==> src/rtl/alu_dispatch.sv <==
// rtl/alu_dispatch.sv - request sequencer that drives the alu datapath and returns its result
// Purpose: accept one op over req valid/ready, hold the ALU inputs stable for
//   ALU_LATENCY+1 cycles with the result enable raised, capture o_alu_output
//   and hand it back over rsp valid/ready.
// Ports:
//   clk, rst                        clock, synchronous active-high reset
//   i_req_valid / o_req_ready       request handshake (ready only in IDLE)
//   i_req_op, i_req_a, i_req_b      op code and operands
//   i_req_addr, i_req_pc            direct address and program count
//   o_operand0/1, o_address_reg,
//   o_program_count, o_config,
//   o_alu_re_oen, o_alu_ad_oen      ALU-facing inputs
//   i_alu_output                    ALU result
//   o_rsp_valid / i_rsp_ready       response handshake
//   o_rsp_data, o_rsp_illegal       captured result, unsupported-op flag
//   o_busy                          high whenever not IDLE
module alu_dispatch #(
  parameter int unsigned           DATA_WIDTH   = 16,
  // Legal range 0..15; 0 means a combinational ALU.
  parameter int unsigned           ALU_LATENCY  = 1,
  parameter logic [DATA_WIDTH-1:0] ALU_COMPARER = DATA_WIDTH'(1),
  parameter logic [DATA_WIDTH-1:0] ALU_JUMP_CON = DATA_WIDTH'(2)
) (
  input  logic                  clk,
  input  logic                  rst,
  input  logic                  i_req_valid,
  output logic                  o_req_ready,
  input  logic [DATA_WIDTH-1:0] i_req_op,
  input  logic [DATA_WIDTH-1:0] i_req_a,
  input  logic [DATA_WIDTH-1:0] i_req_b,
  input  logic [DATA_WIDTH-1:0] i_req_addr,
  input  logic [DATA_WIDTH-1:0] i_req_pc,
  output logic [DATA_WIDTH-1:0] o_operand0,
  output logic [DATA_WIDTH-1:0] o_operand1,
  output logic [DATA_WIDTH-1:0] o_address_reg,
  output logic [DATA_WIDTH-1:0] o_program_count,
  output logic [DATA_WIDTH-1:0] o_config,
  output logic                  o_alu_re_oen,
  output logic                  o_alu_ad_oen,
  input  logic [DATA_WIDTH-1:0] i_alu_output,
  output logic                  o_rsp_valid,
  input  logic                  i_rsp_ready,
  output logic [DATA_WIDTH-1:0] o_rsp_data,
  output logic                  o_rsp_illegal,
  output logic                  o_busy
);

  typedef enum logic [1:0] {
    IDLE = 2'd0,
    EXEC = 2'd1,
    RESP = 2'd2
  } state_e;

  state_e                state_q, state_d;
  logic [3:0]            cnt_q, cnt_d;
  logic [DATA_WIDTH-1:0] op_q, op_d;
  logic [DATA_WIDTH-1:0] a_q, a_d;
  logic [DATA_WIDTH-1:0] b_q, b_d;
  logic [DATA_WIDTH-1:0] addr_q, addr_d;
  logic [DATA_WIDTH-1:0] pc_q, pc_d;
  logic [DATA_WIDTH-1:0] data_q, data_d;
  logic                  illegal_q, illegal_d;
  logic                  op_supported;

  assign op_supported = (i_req_op == ALU_COMPARER) || (i_req_op == ALU_JUMP_CON);

  always_ff @(posedge clk) begin
    if (rst) begin
      state_q   <= IDLE;
      cnt_q     <= 4'd0;
      op_q      <= '0;
      a_q       <= '0;
      b_q       <= '0;
      addr_q    <= '0;
      pc_q      <= '0;
      data_q    <= '0;
      illegal_q <= 1'b0;
    end else begin
      state_q   <= state_d;
      cnt_q     <= cnt_d;
      op_q      <= op_d;
      a_q       <= a_d;
      b_q       <= b_d;
      addr_q    <= addr_d;
      pc_q      <= pc_d;
      data_q    <= data_d;
      illegal_q <= illegal_d;
    end
  end

  always_comb begin
    state_d   = state_q;
    cnt_d     = cnt_q;
    op_d      = op_q;
    a_d       = a_q;
    b_d       = b_q;
    addr_d    = addr_q;
    pc_d      = pc_q;
    data_d    = data_q;
    illegal_d = illegal_q;
    case (state_q)
      IDLE: begin
        if (i_req_valid) begin
          op_d   = i_req_op;
          a_d    = i_req_a;
          b_d    = i_req_b;
          addr_d = i_req_addr;
          pc_d   = i_req_pc;
          if (op_supported) begin
            state_d = EXEC;
            cnt_d   = 4'(ALU_LATENCY);
          end else begin
            // Unsupported ops bypass the ALU entirely.
            state_d   = RESP;
            data_d    = '0;
            illegal_d = 1'b1;
          end
        end
      end
      EXEC: begin
        // cnt only ever counts down to zero, so it cannot wrap.
        if (cnt_q != 4'd0) begin
          cnt_d = cnt_q - 4'd1;
        end else begin
          data_d    = i_alu_output;
          illegal_d = 1'b0;
          state_d   = RESP;
        end
      end
      RESP: begin
        if (i_rsp_ready) begin
          state_d = IDLE;
        end
      end
      default: state_d = IDLE;
    endcase
  end

  // Handshake and ALU control are pure decodes of the state, so ready and
  // valid can never overlap and config returns to 0 outside EXEC.
  assign o_req_ready     = (state_q == IDLE);
  assign o_busy          = (state_q != IDLE);
  assign o_rsp_valid     = (state_q == RESP);
  assign o_alu_re_oen    = (state_q == EXEC);
  assign o_alu_ad_oen    = 1'b0;
  assign o_config        = (state_q == EXEC) ? op_q : '0;
  assign o_operand0      = a_q;
  assign o_operand1      = b_q;
  assign o_address_reg   = addr_q;
  assign o_program_count = pc_q;
  assign o_rsp_data      = data_q;
  assign o_rsp_illegal   = illegal_q;

endmodule

==> config.mk <==
export PLATFORM = sky130hd
export DESIGN_NAME = alu_dispatch
export DESIGN_NICKNAME = d
export VERILOG_FILES = /design/src/rtl/alu_dispatch.sv
export SDC_FILE = /design/constraint.sdc
export NUM_CORES = 1
export LEC_CHECK = 0
export CAP_MARGIN = 20
export CELL_PAD_IN_SITES_DETAIL_PLACEMENT = 0
export CELL_PAD_IN_SITES_GLOBAL_PLACEMENT = 1
export CORE_ASPECT_RATIO = 0.8
export CORE_UTILIZATION = 25
export DETAILED_ROUTE_END_ITERATION = 12
export DONT_BUFFER_PORTS = 1
export GPL_ROUTABILITY_DRIVEN = 0
export PLACE_DENSITY_LB_ADDON = 0.1
export REMOVE_ABC_BUFFERS = 1
export SYNTH_ARGS = -nofsm -noshare
export SYNTH_HDL_FRONTEND = slang
export SYNTH_SLANG_ARGS = --single-unit
==> constraint.sdc <==
create_clock -name clk -period 2.43 [get_ports clk]
set_clock_uncertainty 0.05 [all_clocks]
set_input_delay 0.243 -clock clk [delete_from_list [all_inputs] [get_ports clk]]
set_output_delay 0.243 -clock clk [all_outputs]
set_load 0.02 [all_outputs]
# --- Word-level counts from Yosys, hierarchy flattened ---
# Cells that the tools add are included.
totals:
  regBits: 103
  inputBits: 100
  wordCells: 47
op_classes:
  n_addsub: 1
  eq_ne: 10
  n_mux: 18
  n_reduce_logical: 9
op_table:
  columns: ["operator", "n"]
  rows:
  - ["2-to-1 mux 16 bit", 4]
  - ["one-hot mux 16 bit (2 select lines)", 1]
  - ["equality test 16 x 1 -> 1 bit, second input constant", 1]
  - ["equality test 16 x 2 -> 1 bit, second input constant", 1]
  - ["2-to-1 mux 4 bit", 3]
  - ["2-to-1 mux 2 bit", 4]
  - ["one-hot mux 4 bit (2 select lines)", 1]
  - ["AND reduction 4 bit", 2]
  - ["!= test 2 x 1 -> 1 bit, second input constant", 3]
  - ["!= test 2 bit, second input constant", 3]
  - ["one-hot mux 2 bit (3 select lines)", 1]
  - ["nonzero test 2 bit", 2]
  - ["nonzero test 4 bit", 1]
  - ["subtractor 4 x 1 -> 4 bit, second input constant", 1]
  - ["2-to-1 mux 1 bit", 3]
  - ["AND reduction 3 bit", 1]
  - ["equality test 2 x 1 -> 1 bit, second input constant", 1]
  - ["equality test 2 bit, second input constant", 1]
  - ["logical NOT 2 bit", 1]
  - ["one-hot mux 1 bit (2 select lines)", 1]
  - ["AND reduction 2 bit", 1]
  - ["logical OR 1 bit", 1]

# --- Logic depth before layout (Yosys ltp) ---
# Gate-level depths: netlist of the first run.
depth:
  word_depth: 5
  ltp_mapped: 9

# --- Worst setup path after synthesis of the first run ---
# No wires, ideal clock.
synth_path:
  kind: "register to register"
  start: "register cnt_q[0]"
  end: "register data_q[10], in the netlist o_rsp_data[10]"
  setup_ps: 88
  arrival_time_ps: 1653
  path_slack_ps: 639
  stages_incl_launch_ff: 10
  synth_period_minus_slack_ps: 1791
  cell_sequence: "dfxtp_1 inv_1 ha_1 nor3b_2 and2_1 buf_6 or2_1 buf_6 buf_6 a311oi_2"
synth_between:
  elab_chain_len: 3
synth_rtl:
  columns: ["element", "line", "text"]
  rows:
  - ["start: declaration", "55", "logic [3:0] cnt_q, cnt_d;"]
  - ["start signal: assignment", "80", "cnt_q <= cnt_d;"]
  - ["nonzero test 4 bit", "122", "if (cnt_q != 4'd0) begin"]
  - ["!= test 2 bit (no line)", null, null]
  - ["AND reduction 4 bit (no line)", null, null]
  - ["end signal: assignment", "86", "data_q <= data_d;"]
  - ["end: declaration", "61", "logic [DATA_WIDTH-1:0] data_q, data_d;"]
# No other way between the ends.
# A chain may end at the register's enable or synchronous reset.

# --- Final worst setup path of the first run ---
layout_path:
  start: "register cnt_q[0]"
  end: "register data_q[1], in the netlist o_rsp_data[1]"
# The elaborated chain is that of the path after synthesis.

==> results.py, run 1 <==
metrics = {
    "floorplan": {
        "chip_width_um": 143,
        "pin_count": 202,
        "initial_core_util_pct": 26.1,
        "design.core.area_mm2": 0.0153,
        "design.die.area_mm2": 0.0165,
        "die_height_um": 115,
        "num_rows": 40,
    },
    "synth": {
        "synthDistinctLibCells": 37,
        "syn_area_per_cell_um2": 8.07,
        "yosys-top-cells-area": "dfxtp_1 (52%), nand2_1 (17%), a21oi_1 (12%)",
        "synth_top_cell_by_area": "dfxtp_1",
        "synth_top_area_share_pct": 51.5,
        "yosysWarningCount": 0,
        "syn_area_mm2": 0.00400,
        "ys_seq_area_share_pct": 51.5,
        "synth_cells": 496,
        "postSynthRegisterBits": 103,
    },
    "placement": {
        "cell_count_after_placement": 676,
        "buffer_ports.inserted": 0,
        "dp_hpwl_um": 7450,
        "pre_cts_setup_slack_ns": 0.627,
    },
    "pwr": {
        "power_density_mw_per_mm2": 707,
        "worst_ir_drop_vdd_mv": 0.331,
        "power.leakage_nw": 1.91,
    },
    "sta": {
        "grt_setup_unrepaired": "false",
        "layout_setup_ws_ns": 0.0723,
        "final-setup-viol-count": 0,
        "layout_worst_path_cycle_share_pct": 97.0,
        "hold_violations": 0,
        "slew_viol_final": 0,
        "final_critical_path_required_period_ns": 2.36,
        "fmax_mhz": 424,
    },
    "global_routing": {
        "grt_antenna_before_repair": 0,
        "grt_pass1_wl_um": 18000,
        "grt_util_all_layers_pct": 14.3,
        "largest_net_degree_at_the_start_of_global_routing": 100,
        "grt.overflow.total": 0,
        "first_global_vias": 3464,
    },
    "cells_and_area": {
        "final-instance-count-excl-fill": 780,
        "post-route-util_pct": 35.1,
        "nets": 667,
        "final_layout_size_suffix_gt1_share_pct": 8.07,
        "mostFrequentLayoutCell": "nand2_1",
        "antenna_cells": 0,
        "signed_area_change_from_the_synthesized_netlist_to_the_final_layout_pct": 34.3,
        "mostFrequentLayoutCells": "nand2_1 (179), dfxtp_1 (102), a21oi_1 (97)",
    },
    "clock_tree": {
        "ctsLongestPathBuffers": 2,
        "h-tree-depth": 3,
        "clk_latency_ns": 0.34,
        "postCtsSetupRepairBufs": 0,
        "cts_sinks": 103,
        "tritoncts.num_buffers": 9,
        "cts_tree": "done",
        "clk_root_buffer_cell": "clkbuf_16",
        "clock_pin_slew_worst_setup_and_hold_paths_ns": 0.07,
    },
    "critical_path": {
        "critical_path.endpoint_type": "register",
        "worst-endpoint-arrival_ns": 2.60,
        "timing.critical_path.fanout_max": 16,
        "timing.reg2reg.setup_slack_ns": 0.07,
        "timing.critical_path.from_type": "register",
        "worst_ep_required_time_ns": 2.67,
        "worstSetupPathType": "reg -> reg",
    },
    "detailed_routing": {
        "route.vias.total": 3532,
        "drt_iter0_markers": 152,
        "dr.pass1.iters": 4,
        "drt_wl_total_um": 11900,
        "detail_route.drc_violations": 0,
        "number_of_nets_with_antenna_violations_after_detailed_routing": 0,
        "viasPerCell": 4.53,
        "detail_route.wl_per_cell_um": 15.2,
    },
    "min_path": {
        "hold_class": "in -> reg",
    },
    "job": {
        "max_cap_viol_count": 0,
    },
    "run_status": {
        "outcome": "complete, no violations",
    },
}
-- layer usage --
| metal | vias to the layer above | wire length, um | GRT usage [%] |
|---|---|---|---|
| li1 | 1783 | - | - |
| met1 | 1621 | 5240 | 16.4 |
| met2 | 117 | 5560 | 24.3 |
| met3 | 11 | 925 | 5.54 |
| met4 | 0 | 148 | 4.89 |
| met5 | - | 0 | 0 |
-- stage by stage --
stage	cell area (um2)	TNS (ns)	power, W	hold slack, ns
after floorplan	3810	-11.45	0.00209	0.258
after global placement	4160	0	0.00216	0.272
after detailed placement	4160	0	0.00217	0.274
after CTS	5370	0	0.00389	0.00621
after global routing	5380	0	0.00399	0.0211
final	5380	0	0.00380	0.0321
-- cell usage after synthesis --
cell type	count
a21oi_1	97
a311oi_2	10
o41ai_1	1
a311oi_1	6
a211oi_2	1
or3_1	2
nor3_1	3
clkbuf_1	33
inv_1	3
buf_2	1
buf_4	2
ha_1	2
nor2_1	4
or2_1	1
conb_1	1
inv_2	2
xor2_1	1
nand3_1	1
o32ai_1	1
nor2b_1	2
nand2_1	180
dfxtp_1	103
and2_1	18
o21ai_1	1
nand2b_2	1
nor3b_2	1
nor2_2	1
a22o_1	1
a211oi_1	1
or4b_1	1
and3_1	1
o21ai_0	2
nor4_1	4
nand2b_1	1
buf_6	4
o31a_1	1
nand3b_1	1
-- layout make-up --
class,instances,area (um2)
clock buffers,11,253
fillers,1625,9940
inverters,5,18.8
clock inverters,5,65.1
flip-flops and latches,103,2060
repair buffers,98,977
multi-input cells,348,1740
well taps,210,263
-- kinds of logic (layout without fill, tap and decap cells) --
| group | after synthesis | after routing | synth area share, % |
|---|---|---|---|
| AOI/OAI and AO/OA | 122 | 122 | 18.9 |
| xor gates and xnor gates | 1 | 1 | 0.219 |
| adders and majority gates | 2 | 2 | 0.625 |
| buffers and inverters | 45 | 119 | 5.19 |
| DFF | 103 | 103 | 51.5 |
| other | 1 | 1 | 0.0937 |
| and+or+nand+nor | 222 | 222 | 23.4 |
-- worst paths after layout --
path,startpoint,endpoint,depth (start not counted)
worst max-delay path,cnt_q[0],o_rsp_data[1],8
worst min-delay path,rst,cnt_q[2],2
worst max register to register,cnt_q[0],o_rsp_data[1],8
worst min register to register,op_q[9],op_q[9],2
-- what timing repair did --
| item | CTS | global route |
|---|---|---|
| hold endpoints to repair | 99 | 0 |
| resized for setup | 0 | 2 |
| hold buffers | 88 | 0 |
| endpoints found under the setup margin | 0 | 1 |
-- worst max-delay path: stages, from the launching register on --
cell and delay, ns:
dfxtp_2 0.36, inv_1 0.06, ha_1 0.19, nor3b_2 0.17
and2_1 0.20, or2_1 0.22, buf_4 0.22, a311oi_1 0.25
dlygate4sd3_1 0.58
-- where the power goes --
part           internal (W)  switching [W]  total [W]  leakage (nW)
registers           0.00177       0.000138    0.00191         0.843
clock network      0.000865       0.000670    0.00154         0.156
logic              0.000169       0.000189   0.000359         0.913
total               0.00281       0.000998    0.00380          1.91
Note: power is estimated with default switching activity, not from simulation.
==> inputs of run 2 (changes only) <==
--- a/config.mk
+++ b/config.mk
@@ -5,7 +5,6 @@
 export SDC_FILE = /design/constraint.sdc
 export NUM_CORES = 1
 export LEC_CHECK = 0
-export CAP_MARGIN = 20
 export CELL_PAD_IN_SITES_DETAIL_PLACEMENT = 0
 export CELL_PAD_IN_SITES_GLOBAL_PLACEMENT = 1
 export CORE_ASPECT_RATIO = 0.8
==> results of run 2 <==
Same layout as run 1: the final DEF is identical, and so are final timing and power.
==> inputs of run 3 (changes only) <==
--- a/config.mk
+++ b/config.mk
@@ -13,7 +13,6 @@
 export DONT_BUFFER_PORTS = 1
 export GPL_ROUTABILITY_DRIVEN = 0
 export PLACE_DENSITY_LB_ADDON = 0.1
-export REMOVE_ABC_BUFFERS = 1
 export SYNTH_ARGS = -nofsm -noshare
 export SYNTH_HDL_FRONTEND = slang
 export SYNTH_SLANG_ARGS = --single-unit
==> run 3 against run 2 <==
Die area stayed put. Utilization is 0.33 points lower. Worst hold slack worse by 0.010 ns. Non-clock buffer count is 5 lower. Combinational power hardly changed. Global-route usage is 0.083 points higher. Sequential share of layout area is 0.35 points higher. Clock-buffer cell count is 2 lower. Critical path type unchanged.
==> results.py, run 3 (same netlist as run 1, synthesis figures left out) <==
metrics = {
    "run_status": {
        "outcome": "complete, no violations",
    },
    "clock_tree": {
        "clk_root_buffer_cell": "clkbuf_16",
        "cts_tree": "done",
        "clk_latency_ns": 0.34,
        "clock_pin_slew_worst_setup_and_hold_paths_ns": 0.07,
        "tritoncts.num_buffers": 9,
        "postCtsSetupRepairBufs": 0,
        "h-tree-depth": 3,
        "post_cts_resized": 0,
        "ctsLongestPathBuffers": 2,
        "cts_sinks": 103,
    },
    "pwr": {
        "post-layout-total-power_w": 0.00376,
        "power.leakage_nw": 1.88,
        "clock_power_share_pct": 39.7,
        "worst_ir_drop_vdd_mv": 0.314,
        "switching_share_pct": 26.9,
        "internal_power_w": 0.00275,
        "power.switching_w": 0.00101,
        "power_density_mw_per_mm2": 706,
        "power.sequential.fraction_pct": 50.7,
        "p_comb_share_pct": 9.6,
    },
    "cells_and_area": {
        "signed_area_change_from_the_synthesized_netlist_to_the_final_layout_pct": 33.0,
        "multiInputGateArea_mm2": 0.00174,
        "post-route-util_pct": 34.8,
        "final_layout_size_suffix_gt1_share_pct": 7.43,
        "sequential_cell_area_mm2": 0.00206,
        "final-instance-count-excl-fill": 775,
        "antenna_cells": 0,
        "mostFrequentLayoutCells": "nand2_1 (179), dfxtp_1 (103), a21oi_1 (97)",
        "mostFrequentLayoutCell": "nand2_1",
        "nets": 662,
        "layout.filler_cells": 1609,
    },
    "job": {
        "max_cap_viol_count": 0,
    },
    "synth": {
        "synth_fp_nets": 598,
    },
    "sta": {
        "tightestPinTransition_ns": 0.934,
        "final-setup-viol-count": 0,
        "fmax_mhz": 489,
        "grt_setup_unrepaired": "false",
        "slew_headroom_pct": 37.7,
        "layout_worst_path_cycle_share_pct": 84.2,
        "slew_viol_final": 0,
        "hold_violations": 0,
        "final_critical_path_required_period_ns": 2.05,
        "setup-tns-final_ns": 0,
    },
    "detailed_routing": {
        "dr.pass1.iters": 4,
        "viasPerCell": 4.53,
        "route.vias.total": 3513,
        "number_of_nets_with_antenna_violations_after_detailed_routing": 0,
        "drt_wl_total_um": 12100,
        "drt_iter0_markers": 187,
        "detail_route.drc_violations": 0,
        "detail_route.wl_per_cell_um": 15.6,
    },
    "critical_path": {
        "crit_slowest_cell": "or2_1",
        "timing.rr.end": "o_rsp_data[9]",
        "cp_num_buf_inv": 1,
        "reg2reg_depth": 6,
        "worstSetupPathType": "reg -> reg",
        "cpLargestDelayFamily": "simple AND/OR/NAND/NOR gates",
        "cp_cell_sequence": "inv_1 > ha_1 > nor3b_2 > and2_1 > or2_1 > a311oi_2",
        "timing.reg2reg.setup_slack_ns": 0.38,
        "timing.critical_path.from_type": "register",
        "crit_path_start": "cnt_q[0]",
        "cp_num_cells": 6,
        "timing.critical_path.fanout_max": 16,
        "largest_incremental_delay_on_the_critical_path_ns": 0.63,
        "worst_ep_required_time_ns": 2.56,
        "rr_startpoint": "cnt_q[0]",
        "critical_path.endpoint": "o_rsp_data[9]",
        "critical_path.endpoint_type": "register",
        "worst-endpoint-arrival_ns": 2.18,
    },
    "global_routing": {
        "first_global_vias": 3409,
        "grt_antenna_before_repair": 0,
        "grt.overflow.total": 0,
        "grt_pass1_wl_um": 18200,
        "largest_net_degree_at_the_start_of_global_routing": 101,
        "grt_util_all_layers_pct": 14.4,
    },
    "floorplan": {
        "design.die.area_mm2": 0.0165,
        "die_height_um": 115,
        "pin_count": 202,
        "chip_width_um": 143,
        "design.core.area_mm2": 0.0153,
        "num_rows": 40,
        "initial_core_util_pct": 26.1,
    },
    "placement": {
        "buffer_ports.inserted": 0,
        "cell_count_after_placement": 673,
        "dp_hpwl_um": 7540,
    },
    "min_path": {
        "worst_hold_path.num_cells": 2,
        "timing.hold.worst.start": "i_alu_output[0]",
        "hold_class": "in -> reg",
    },
}
run 3: changes by cell type in the layout (fill, tap and decap cells not counted):
cell and change:
buf_4 -3, clkinv_4 -3, clkbuf_8 -2, clkinvlp_4 +2, dlygate4sd3_1 -2, inv_6 +2
buf_12 +1, buf_6 -1, clkinv_2 +1, dfxtp_1 +1, dfxtp_2 -1
run 3: repair_timing:
action,CTS,global route
hold buffers,86,0
hold endpoints to repair,100,0
endpoints found under the setup margin,0,0
run 3: cell type report:
cell class	count	area share, %
Tap cell	210	4.93
Inverter	5	0.352
Clock buffer	9	4.23
Sequential cell	103	38.7
Timing Repair Buffer	93	17.7
Multi-Input combinational cell	348	32.6
Clock inverter	7	1.43
run 3: power groups by stage:
stage | logic (W) | registers [W] | clock network, W
2_1_floorplan | 0.000200 | 0.00193 | 0
3_3_place_gp | 0.000218 | 0.00195 | 0
3_5_place_dp | 0.000222 | 0.00195 | 0
4_1_cts | 0.000366 | 0.00191 | 0.00157
5_1_grt | 0.000402 | 0.00192 | 0.00164
6_report | 0.000362 | 0.00191 | 0.00149
run 3: stage by stage:
| step | setup slack [ns] | hold WS, ns | area [um2] |
|---|---|---|---|
| floorplan | 0.639 | 0.329 | 4000 |
| global placement | 0.388 | 0.271 | 4150 |
| detailed placement | 0.356 | 0.274 | 4150 |
| CTS | 0.363 | 0.00185 | 5330 |
| global route | 0.217 | 0.0121 | 5330 |
| finish | 0.385 | 0.0219 | 5330 |
run 3: layer usage:
metal	vias to the layer above	global-route usage, %	part of all wire (%)
met5	-	0	0
met4	0	5.18	1.6
met3	14	6.33	9.4
met2	121	21.9	44
met1	1604	17.9	45
li1	1774	-	-
run 3: worst min-delay path by stage:
stage                                 to  slack [ns]
after floorplan                  op_q[0]        0.33
after detailed placement  o_rsp_data[13]        0.27
final                      o_rsp_data[0]        0.02
after CTS                  o_rsp_data[0]       0.002
after global placement     o_operand0[0]        0.27
after global routing            cnt_q[2]        0.01
